--- src/rtl/uart_pkg.sv ---
// rtl/uart_pkg.sv - shared UART types, line levels and parity encodings
package uart_pkg;

    typedef enum logic [2:0] {
        IDLE,
        START,
        DATA,
        PARITY,
        STOP
    } rx_state_t;

    localparam logic START_BIT = 1'b0;
    localparam logic STOP_BIT  = 1'b1;

    localparam logic PAR_EVEN = 1'b0;
    localparam logic PAR_ODD  = 1'b1;

    function automatic logic majority3(input logic a, input logic b, input logic c);
        return (a & b) | (a & c) | (b & c);
    endfunction

endpackage

--- src/rtl/uart_rx_sampler.sv ---
// rtl/uart_rx_sampler.sv - per-bit oversampling counter and 3-sample majority vote
module uart_rx_sampler
    import uart_pkg::*;
#(
    parameter int OVERSAMPLE = 8
) (
    input  logic clk,
    input  logic rst,
    input  logic active,
    input  logic rx_s,
    output logic bit_done,
    output logic bit_end,
    output logic bit_val
);

    localparam int H  = OVERSAMPLE / 2;
    localparam int CW = $clog2(OVERSAMPLE);

    localparam logic [CW-1:0] LAST_CNT = CW'(OVERSAMPLE - 1);
    localparam logic [CW-1:0] SAMPLE_0 = CW'(H - 1);
    localparam logic [CW-1:0] SAMPLE_1 = CW'(H);
    localparam logic [CW-1:0] DECIDE   = CW'(H + 1);

    logic [CW-1:0] edge_cnt;
    logic [CW-1:0] cnt_nxt;
    logic [1:0]    samples;

    assign cnt_nxt = (edge_cnt == LAST_CNT) ? '0 : edge_cnt + CW'(1);

    // Each sample is tagged with the edge_cnt value loaded on the same edge,
    // so the third sample is the live rx_s on the decision edge.
    always_ff @(posedge clk or posedge rst) begin
        if (rst) begin
            edge_cnt <= '0;
            samples  <= 2'b11;
        end else if (!active) begin
            edge_cnt <= '0;
        end else begin
            edge_cnt <= cnt_nxt;
            if (cnt_nxt == SAMPLE_0) samples[0] <= rx_s;
            if (cnt_nxt == SAMPLE_1) samples[1] <= rx_s;
        end
    end

    assign bit_done = active && (cnt_nxt == DECIDE);
    assign bit_end  = active && (edge_cnt == LAST_CNT);
    assign bit_val  = majority3(samples[0], samples[1], rx_s);

endmodule

--- src/rtl/uart_rx.sv ---
// rtl/uart_rx.sv - UART receiver: synchronizer, frame FSM, deserializer, parity/stop check
module uart_rx
    import uart_pkg::*;
#(
    parameter int DATA_WIDTH = 8,
    parameter int OVERSAMPLE = 8
) (
    input  logic                  CLK,
    input  logic                  RST,
    input  logic                  RX_IN,
    input  logic                  PAR_EN,
    input  logic                  PAR_TYP,
    output logic [DATA_WIDTH-1:0] P_DATA,
    output logic                  DATA_VALID,
    output logic                  PAR_ERR,
    output logic                  STP_ERR,
    output logic                  BUSY
);

    localparam int CNT_W = $clog2(DATA_WIDTH + 1);
    localparam logic [CNT_W-1:0] LAST_BIT = CNT_W'(DATA_WIDTH);

    rx_state_t state, state_nxt;

    logic                  sync_1;
    logic                  rx_s;
    logic                  bit_done;
    logic                  bit_end;
    logic                  bit_val;
    logic [DATA_WIDTH-1:0] shift;
    logic [CNT_W-1:0]      bit_cnt;
    logic                  par_en_q;
    logic                  par_typ_q;
    logic                  par_mismatch;
    logic                  exp_parity;
    logic                  start_seen;
    logic                  stop_done;

    always_ff @(posedge CLK or posedge RST) begin
        if (RST) begin
            sync_1 <= 1'b1;
            rx_s   <= 1'b1;
        end else begin
            sync_1 <= RX_IN;
            rx_s   <= sync_1;
        end
    end

    uart_rx_sampler #(
        .OVERSAMPLE(OVERSAMPLE)
    ) u_sampler (
        .clk     (CLK),
        .rst     (RST),
        .active  (state != IDLE),
        .rx_s    (rx_s),
        .bit_done(bit_done),
        .bit_end (bit_end),
        .bit_val (bit_val)
    );

    always_ff @(posedge CLK or posedge RST) begin
        if (RST) state <= IDLE;
        else     state <= state_nxt;
    end

    // STOP leaves at the decision point, not the bit end, so a start edge
    // directly after the stop bit still finds the FSM in IDLE.
    always_comb begin
        state_nxt = state;
        case (state)
            IDLE: begin
                if (rx_s == START_BIT) state_nxt = START;
            end
            START: begin
                if (bit_done && bit_val != START_BIT) state_nxt = IDLE;
                else if (bit_end)                     state_nxt = DATA;
            end
            DATA: begin
                if (bit_end && bit_cnt == LAST_BIT) state_nxt = par_en_q ? PARITY : STOP;
            end
            PARITY: begin
                if (bit_end) state_nxt = STOP;
            end
            STOP: begin
                if (bit_done) state_nxt = IDLE;
            end
            default: state_nxt = IDLE;
        endcase
    end

    assign start_seen = (state == IDLE) && (state_nxt == START);
    assign stop_done  = (state == STOP) && bit_done;
    assign exp_parity = (^shift) ^ (par_typ_q == PAR_ODD);

    always_ff @(posedge CLK or posedge RST) begin
        if (RST) begin
            shift        <= '0;
            bit_cnt      <= '0;
            par_en_q     <= 1'b0;
            par_typ_q    <= PAR_EVEN;
            par_mismatch <= 1'b0;
            P_DATA       <= '0;
            DATA_VALID   <= 1'b0;
            PAR_ERR      <= 1'b0;
            STP_ERR      <= 1'b0;
            BUSY         <= 1'b0;
        end else begin
            DATA_VALID <= 1'b0;
            PAR_ERR    <= 1'b0;
            STP_ERR    <= 1'b0;
            BUSY       <= (state_nxt != IDLE);

            if (start_seen) begin
                par_en_q     <= PAR_EN;
                par_typ_q    <= PAR_TYP;
                bit_cnt      <= '0;
                par_mismatch <= 1'b0;
            end

            if (state == DATA && bit_done) begin
                shift   <= {bit_val, shift[DATA_WIDTH-1:1]};
                bit_cnt <= bit_cnt + CNT_W'(1);
            end

            if (state == PARITY && bit_done) par_mismatch <= (bit_val != exp_parity);

            if (stop_done) begin
                STP_ERR <= (bit_val != STOP_BIT);
                PAR_ERR <= par_mismatch;
                if (bit_val == STOP_BIT && !par_mismatch) begin
                    DATA_VALID <= 1'b1;
                    P_DATA     <= shift;
                end
            end
        end
    end

endmodule

--- config.mk ---
export PLATFORM = sky130hd
export DESIGN_NAME = uart_rx
export DESIGN_NICKNAME = d
export VERILOG_FILES = /design/src/rtl/uart_pkg.sv /design/src/rtl/uart_rx_sampler.sv /design/src/rtl/uart_rx.sv
export SDC_FILE = /design/constraint.sdc
export NUM_CORES = 1
export LEC_CHECK = 0
export BUFFER_PORTS_ARGS = -buffer_cell sky130_fd_sc_hd__buf_2
export CORE_AREA = 2 2 62 64
export CTS_CLUSTER_SIZE = 20
export DETAILED_ROUTE_END_ITERATION = 12
export DIE_AREA = 0 0 64 66
export HOLD_SLACK_MARGIN = 0.08
export PLACE_DENSITY = 0.71
export SETUP_SLACK_MARGIN = 0.4
export SYNTH_ARGS = -nofsm -noshare
export SYNTH_HDL_FRONTEND = slang
export SYNTH_HIERARCHICAL = 1
export SYNTH_SLANG_ARGS = --single-unit
export TNS_END_PERCENT = 100
--- constraint.sdc ---
create_clock -name CLK -period 2.5 [get_ports CLK]
set_input_delay 0.125 -clock CLK [delete_from_list [all_inputs] [get_ports CLK]]
set_output_delay 0.125 -clock CLK [all_outputs]
set_load 0.02 [all_outputs]
==> results.md, run 1 <==
- Setup TNS: 0 ns
- Final min period: about 2.1 ns
- Drt first pass iters: 4
- DRC viols: 0
- Initial antenna violation count: 0
- Max Cap Viol: 0
- Share of the synthesized area in the top cell type: 45.1%
- Ratio of cells with drive above 1 in the final layout: ~37%
- Vias in the first global route: approximately 1200
- Unique cell type count in the Yosys netlist: 43
- Via count: roughly 1100
- Area leader, netlist: dfrtp_1
- Critical path class: register to register
- Setup WS post-layout: ~0.43 ns
- Num ports: 17
- Total grt overflow: 0
- P_leak: 0.00107 µW
- Mapped Avg Cell Area: 13.5 µm²
- Pwr Density: roughly 900 nW/µm²
- Psw: 608 µW
- P&R area growth vs syn: 18.0%
- DIE AREA: 4220 µm²
- CTS tree: done
- WP data arrival: 2.31 ns
- Final slew viol count: 0
- Crit path launch type: register
- Most frequent cell after synthesis: dfrtp_1
- Worst Tran Pin Value: 0.401 ns
- Async S/R FF share, synth: 100%
- IO Port Bufs: 16
- # clock sinks: 37
- Core area: approximately 3600 µm²
- Clk pin slew, worst setup/hold paths: 0.12 ns
- RSZ-0062 raised after global routing: no
- Synth area leaders: dfrtp_1 45%, mux2_4 12%, dfstp_2 5.7%
- Fmax: 484 MHz
- Area of the multi-input gates: between 800 and 900 µm²
- CTS Buffer Depth: 2
- Hold Vio Cnt, Final: 0
- Max VDD drop: ~0.47 mV
- Post-route antenna net violation count: 0
- Post-synthesis sequential area ratio: between 50% and 60%
- Final setup violation count: 0
- Hold crit path type: input port to async pin
- Mapped Area: 1830 µm²
- Post-synth EDFFs: 0
- Internal: around 1300 µW
- Nets@finish: roughly 180
- Fin crit share: between 80 and 90%
- Via density: around 5.2
- Total GRT Usage: around 17%
- Sequential cell area: 931 µm²
- Seq cells post-synth: 37
- Power share of the sequential group: 40.9%
- First-pass GRT wire length: about 5300 µm
- Clock group share of total power: a little over a quarter
- Clock skew: between 0.01 and 0.015 ns
- Critical Path Sink Type: register
- Clock latency on the worst-skew pair: about 0.35 ns
- Starting Density: about half
- Die H: 66 µm
- Synth warn: 6
- CTS buffer count: 5
- Most common flop cell mapped by yosys: dfrtp_1
- Slew HR: between 70% and 80%
- Setup slack at placement: around 0.18 ns
- WL final: between 3000 and 4000 µm
- Clock root cell: clkbuf_4
- Critical path peak fanout: 6
- Post-Synthesis Cells: ~140
- Post-DP HPWL: between 2000 and 2500 µm
- # diodes: 0
- Largest net degree at the start of global routing: 33
- Number of H-tree levels: 2
- FILL cells: between 200 and 300
- Switching Share: between 30% and 40%
- Post-synth top cells: 33 x dfrtp_1, 15 x mux2_4, 9 x inv_1
- Drt initial violations: 40
- Num rows: 22
- Worst Path Required: between 2 and 3 ns
- DIE WIDTH: about 64 µm
- Combinational share of power: 32.8%
- Placer Congestion: 0.813
- Syn Nets: about 150
- Routed WL per cell: 14.9 µm
- Outcome: complete, no violations
-- cell type report --
class / instances / share of cell area [%]
flip-flops and latches: 37 / 43.1
multi-input cells: 84 / 38.4
repair buffers: 29 / 9.26
clock inverters: 3 / 3.01
well taps: 48 / 2.78
clock buffers: 5 / 1.74
inverters: 10 / 1.74
-- power groups by stage --
stage          clock (µW)  combinational, µW  sequential (µW)
2_1_floorplan           0                497              796
3_3_place_gp            0                556              795
3_5_place_dp            0                588              804
4_1_cts               522                602              793
5_1_grt               545                701              812
6_report              513                638              797
-- worst paths after layout --
| path | start | slack, ns | cells past startpoint | to |
|---|---|---|---|---|
| max | u_sampler/edge_cnt[0] | 0.43 | 6 | shift[0] |
| min in group CLK | sync_1 | 0.36 | 0 | rx_s |
| min reg2reg | sync_1 | 0.36 | 0 | rx_s |
| max in group asynchronous | RST | 1.75 | 4 | sync_1 |
| max reg2reg | u_sampler/edge_cnt[0] | 0.43 | 6 | shift[0] |
| min | RST | 0.24 | 3 | u_sampler/edge_cnt[2] |
-- per-layer routing --
layer	wire, µm	up-vias	track usage, %
met5	0	-	0
met4	33	0	8.15
met3	106	4	4.09
met2	1740	20	29.0
met1	1340	571	19.5
li1	-	533	-
-- kinds of logic (layout without fill, tap and decap cells) --
group                      count (synthesis)  in the layout  share of synthesized area, %
DFF                                       37             37                          50.8
and+or+nand+nor                           32             32                          12.7
muxes                                     21             21                          16.0
buffers and inverters                     15             47                          4.58
AOI/OAI and AO/OA                         14             14                          5.53
xor gates and xnor gates                   9              9                          5.05
adders and majority gates                  8              8                          5.33
-- registers in the layout, summed over array words and instances, names as in the netlist, 2 cells and up --
register / cells
u_sampler/edge_cnt: 3
u_sampler/samples: 2
bit_cnt: 4
shift: 8
state: 3
P_DATA: 8
-- metrics by stage --
stage                     util (%)  power (µW)  instances  hold WS (ns)  area, µm²
after floorplan                  -        1290        136       -0.0979       1830
after global placement        55.1        1350        199        0.0307       1960
after detailed placement      55.1        1390        199        0.0471       1960
after CTS                     60.2        1920        214         0.218       2140
after global routing          60.9        2060        216         0.238       2160
final                         60.9        1950        216         0.244       2160
-- cell usage in the layout, fill, tap and decap left out, types with 2 or more instances in the layout --
| cell type | synthesis | final |
|---|---|---|
| o21ai_1 | 2 | 2 |
| nand3b_1 | 3 | 3 |
| mux2_4 | 15 | 15 |
| nand3_1 | 2 | 2 |
| nor2_1 | 6 | 6 |
| dlygate4sd3_1 | 0 | 4 |
| nor2b_1 | 2 | 2 |
| a21oi_1 | 3 | 3 |
| xor2_1 | 2 | 2 |
| clkbuf_4 | 0 | 5 |
| buf_4 | 1 | 8 |
| dfstp_2 | 4 | 4 |
| mux2_1 | 5 | 5 |
| dfrtp_1 | 33 | 33 |
| and2_1 | 3 | 3 |
| nand2_1 | 4 | 4 |
| buf_2 | 1 | 16 |
| bufinv_16 | 0 | 2 |
| xnor2_1 | 6 | 6 |
| inv_1 | 9 | 9 |
| ha_1 | 7 | 7 |
-- worst max-delay path: stages, from the launching register on --
cell,delay [ns]
dfrtp_1,0.43
ha_1,0.21
ha_1,0.33
and3_4,0.25
and4bb_4,0.31
buf_4,0.15
mux2_4,0.29
-- timing repair --
item,in CTS,in global routing
resized for setup,2,2
pin swaps,1,0
hold buffers,4,0
setup buffers,3,2
hold endpoints to repair,38,0
setup endpoints to repair,20,17
cloned,0,0
Power figures use the tool's default switching activity.
==> run 2, diff against run 1 <==
==> constraint.sdc (replaced) <==
create_clock -name CLK -period 1.97 [get_ports CLK]
set_input_delay 0.0985 -clock CLK [delete_from_list [all_inputs] [get_ports CLK]]
set_output_delay 0.0985 -clock CLK [all_outputs]
set_load 0.02 [all_outputs]
==> run 2 against run 1 <==
Die area stayed put; final area is 8.6% higher; register-to-register slack worse by 0.43 ns; critical path depth is 1 higher; sequential power is 27% higher; non-clock buffer count is 13 higher; total power is 29% higher; clock-buffer cell count is 1 higher; utilization is 5.2 points higher.
==> results.md, run 2 (synthesized netlist as in run 1, its figures left out) <==
- # clock sinks: 37 (unchanged)
- Clk pin slew, worst setup/hold paths: 0.12 ns (about the same)
- Total GRT Usage: 19.0% (was 16.8%)
- Die H: 66 µm (unchanged)
- Via density: 5.30 (was 5.22)
- P&R area growth vs syn: 28.1% (was 18.0%)
- Worst Tran Pin Value: 0.645 ns (was 0.401 ns)
- Total design power: 2520 µW (was 1950 µW)
- IO Port Bufs: 16 (unchanged)
- Setup TNS: 0 ns (unchanged)
- CTS Buffer Depth: 2 (unchanged)
- Min Hold Slack: 0.185 ns (was 0.244 ns)
- Hold crit path type: input port to async pin (unchanged)
- Nets@finish: 193 (was 179)
- Num ports: 17 (unchanged)
- Pwr Density: 1070 nW/µm² (was 901 nW/µm²)
- Total grt overflow: 0 (unchanged)
- CTS buffer count: 5 (unchanged)
- Worst reg2reg endpoint: shift[7] (was shift[0])
- Worst Path Required: 2.20 ns (was 2.74 ns)
- WL final: 3660 µm (was 3220 µm)
- Largest net degree at the start of global routing: 18 (was 33)
- Drt first pass iters: 4 (unchanged)
- Drt initial violations: 59 (was 40)
- WP data arrival: 2.20 ns (was 2.31 ns)
- Max VDD drop: 0.533 mV (was 0.471 mV)
- Slew HR: 57.0% (was 73.0%)
- DIE WIDTH: 64 µm (unchanged)
- Core area: 3550 µm² (unchanged)
- Post-DP HPWL: 2310 µm (was 2110 µm)
- # diodes: 0 (unchanged)
- Worst r2r path cells: 7 (was 6)
- DIE AREA: 4220 µm² (unchanged)
- Vias in the first global route: 1235 (was 1165)
- CTS tree: done (unchanged)
- Final slew viol count: 0 (unchanged)
- RSZ-0062 raised after global routing: yes (was no)
- Critical path peak fanout: 7 (was 6)
- Most common cell after layout, fill and taps aside: dfrtp_1 (unchanged)
- First-pass GRT wire length: 6000 µm (was 5290 µm)
- P_leak: 0.00116 µW (was 0.00107 µW)
- Via count: 1220 (was 1128)
- Clock latency on the worst-skew pair: 0.35 ns (about the same)
- FILL cells: 250 (was 283)
- Final std cells w/o fill: 230 (was 216)
- Largest regs: P_DATA: 8 flops, shift: 8 flops, bit_cnt: 4 flops (unchanged)
- Outcome: complete, no violations (unchanged)
- R2R Setup Slk: 0.003 ns (was 0.43 ns)
- Setup slack at placement: 0.0286 ns (was 0.182 ns)
- Num rows: 22 (unchanged)
- Clock skew: 0.0160 ns (was 0.0135 ns)
- Final setup violation count: 0 (unchanged)
- RR Startpoint: u_sampler/edge_cnt[0] (unchanged)
- Clock root cell: clkbuf_4 (unchanged)
- Max Cap Viol: 0 (unchanged)
- Fmax: 508 MHz (was 484 MHz)
- Fin crit share: 99.8% (was 82.6%)
- Critical Path Sink Type: register (unchanged)
- Setup WS post-layout: 0.00323 ns (was 0.434 ns)
- Initial antenna violation count: 0 (unchanged)
- Placer Congestion: 0.702 (was 0.813)
- Ratio of cells with drive above 1 in the final layout: 47.3% (was 36.9%)
- Hold Vio Cnt, Final: 0 (unchanged)
- Most frequent cells in the layout: 33 x dfrtp_1, 16 x mux2_4, 16 x buf_2 (was 33 x dfrtp_1, 16 x buf_2, 15 x mux2_4)
- Final min period: 1.97 ns (was 2.07 ns)
- Routed WL per cell: 15.9 µm (was 14.9 µm)
- Post-route antenna net violation count: 0 (unchanged)
- Starting Density: 51.6% (unchanged)
- Critical path class: register to register (unchanged)
- Crit path launch type: register (unchanged)
- Placed cells: 203 (was 199)
- Number of H-tree levels: 2 (unchanged)
- DRC viols: 0 (unchanged)
==> run 2: changes by cell type in the layout (fill, tap and decap cells not counted), sizes merged <==
cell    delta
nand3b     +1
clkinv     +1
buf       +13
bufinv     -2
clkbuf     +1
==> run 2: power by group <==
group	total [µW]	switching [µW]	internal, µW	leakage (µW)
sequential	1010	104	910	0.000486
clock	384	248	136	0.0000320
combinational	1120	533	589	0.000639
total	2520	885	1630	0.00116
==> run 2: cell type report <==
class | instances | area [µm²] | area share (%)
inverter | 10 | 37.5 | 1.60
tap | 48 | 60.1 | 2.56
clock inverter | 2 | 10.0 | 0.426
clock buffer | 6 | 41.3 | 1.76
timing repair buffer | 42 | 354 | 15.1
sequential | 37 | 931 | 39.7
multi-input combinational | 85 | 913 | 38.9
==> run 2: worst max-delay path by stage <==
stage | cells after the start | to | start | slack, ns
2_1_floorplan | 6 | shift[0] | state[1] | 0.04
3_3_place_gp | 6 | BUSY | state[1] | 0.07
3_5_place_dp | 8 | bit_cnt[3] | u_sampler/edge_cnt[0] | 0.03
4_1_cts | 8 | bit_cnt[3] | u_sampler/edge_cnt[1] | 0.01
5_1_grt | 6 | BUSY | state[2] | -0.06
6_report | 7 | shift[7] | u_sampler/edge_cnt[0] | 0.003
==> run 2: worst max-delay path: stages, from the launching register on <==
cell,delay [ns]
dfrtp_1,0.40
ha_2,0.20
ha_4,0.27
and3_4,0.18
and4bb_4,0.28
buf_12,0.11
buf_16,0.11
mux2_4,0.29
==> run 2: metrics by stage <==
step                      cell area, µm²  util [%]
after detailed placement            2040      57.4
after global routing                2350      66.1
after CTS                           2260      63.5
after floorplan                     1870         -
final                               2350      66.1
after global placement              2040      57.4
==> run 2: per-layer routing <==
metal	routed length (µm)	share of wire (%)	vias to the layer above	global-route usage, %
met3	115	3.1	5	5.11
met2	1950	53	25	33.9
met5	0	0	-	0
met1	1550	42	618	21.9
li1	-	-	572	-
met4	50	1.4	0	7.07
==> run 2: repair_timing <==
item	4_1_cts	5_1_grt
hold buffers	4	0
cloned	2	0
endpoints found under the setup margin	26	29
endpoints found under the hold margin	22	0
pin swaps	6	11
setup buffers	7	6
resized for setup	8	9
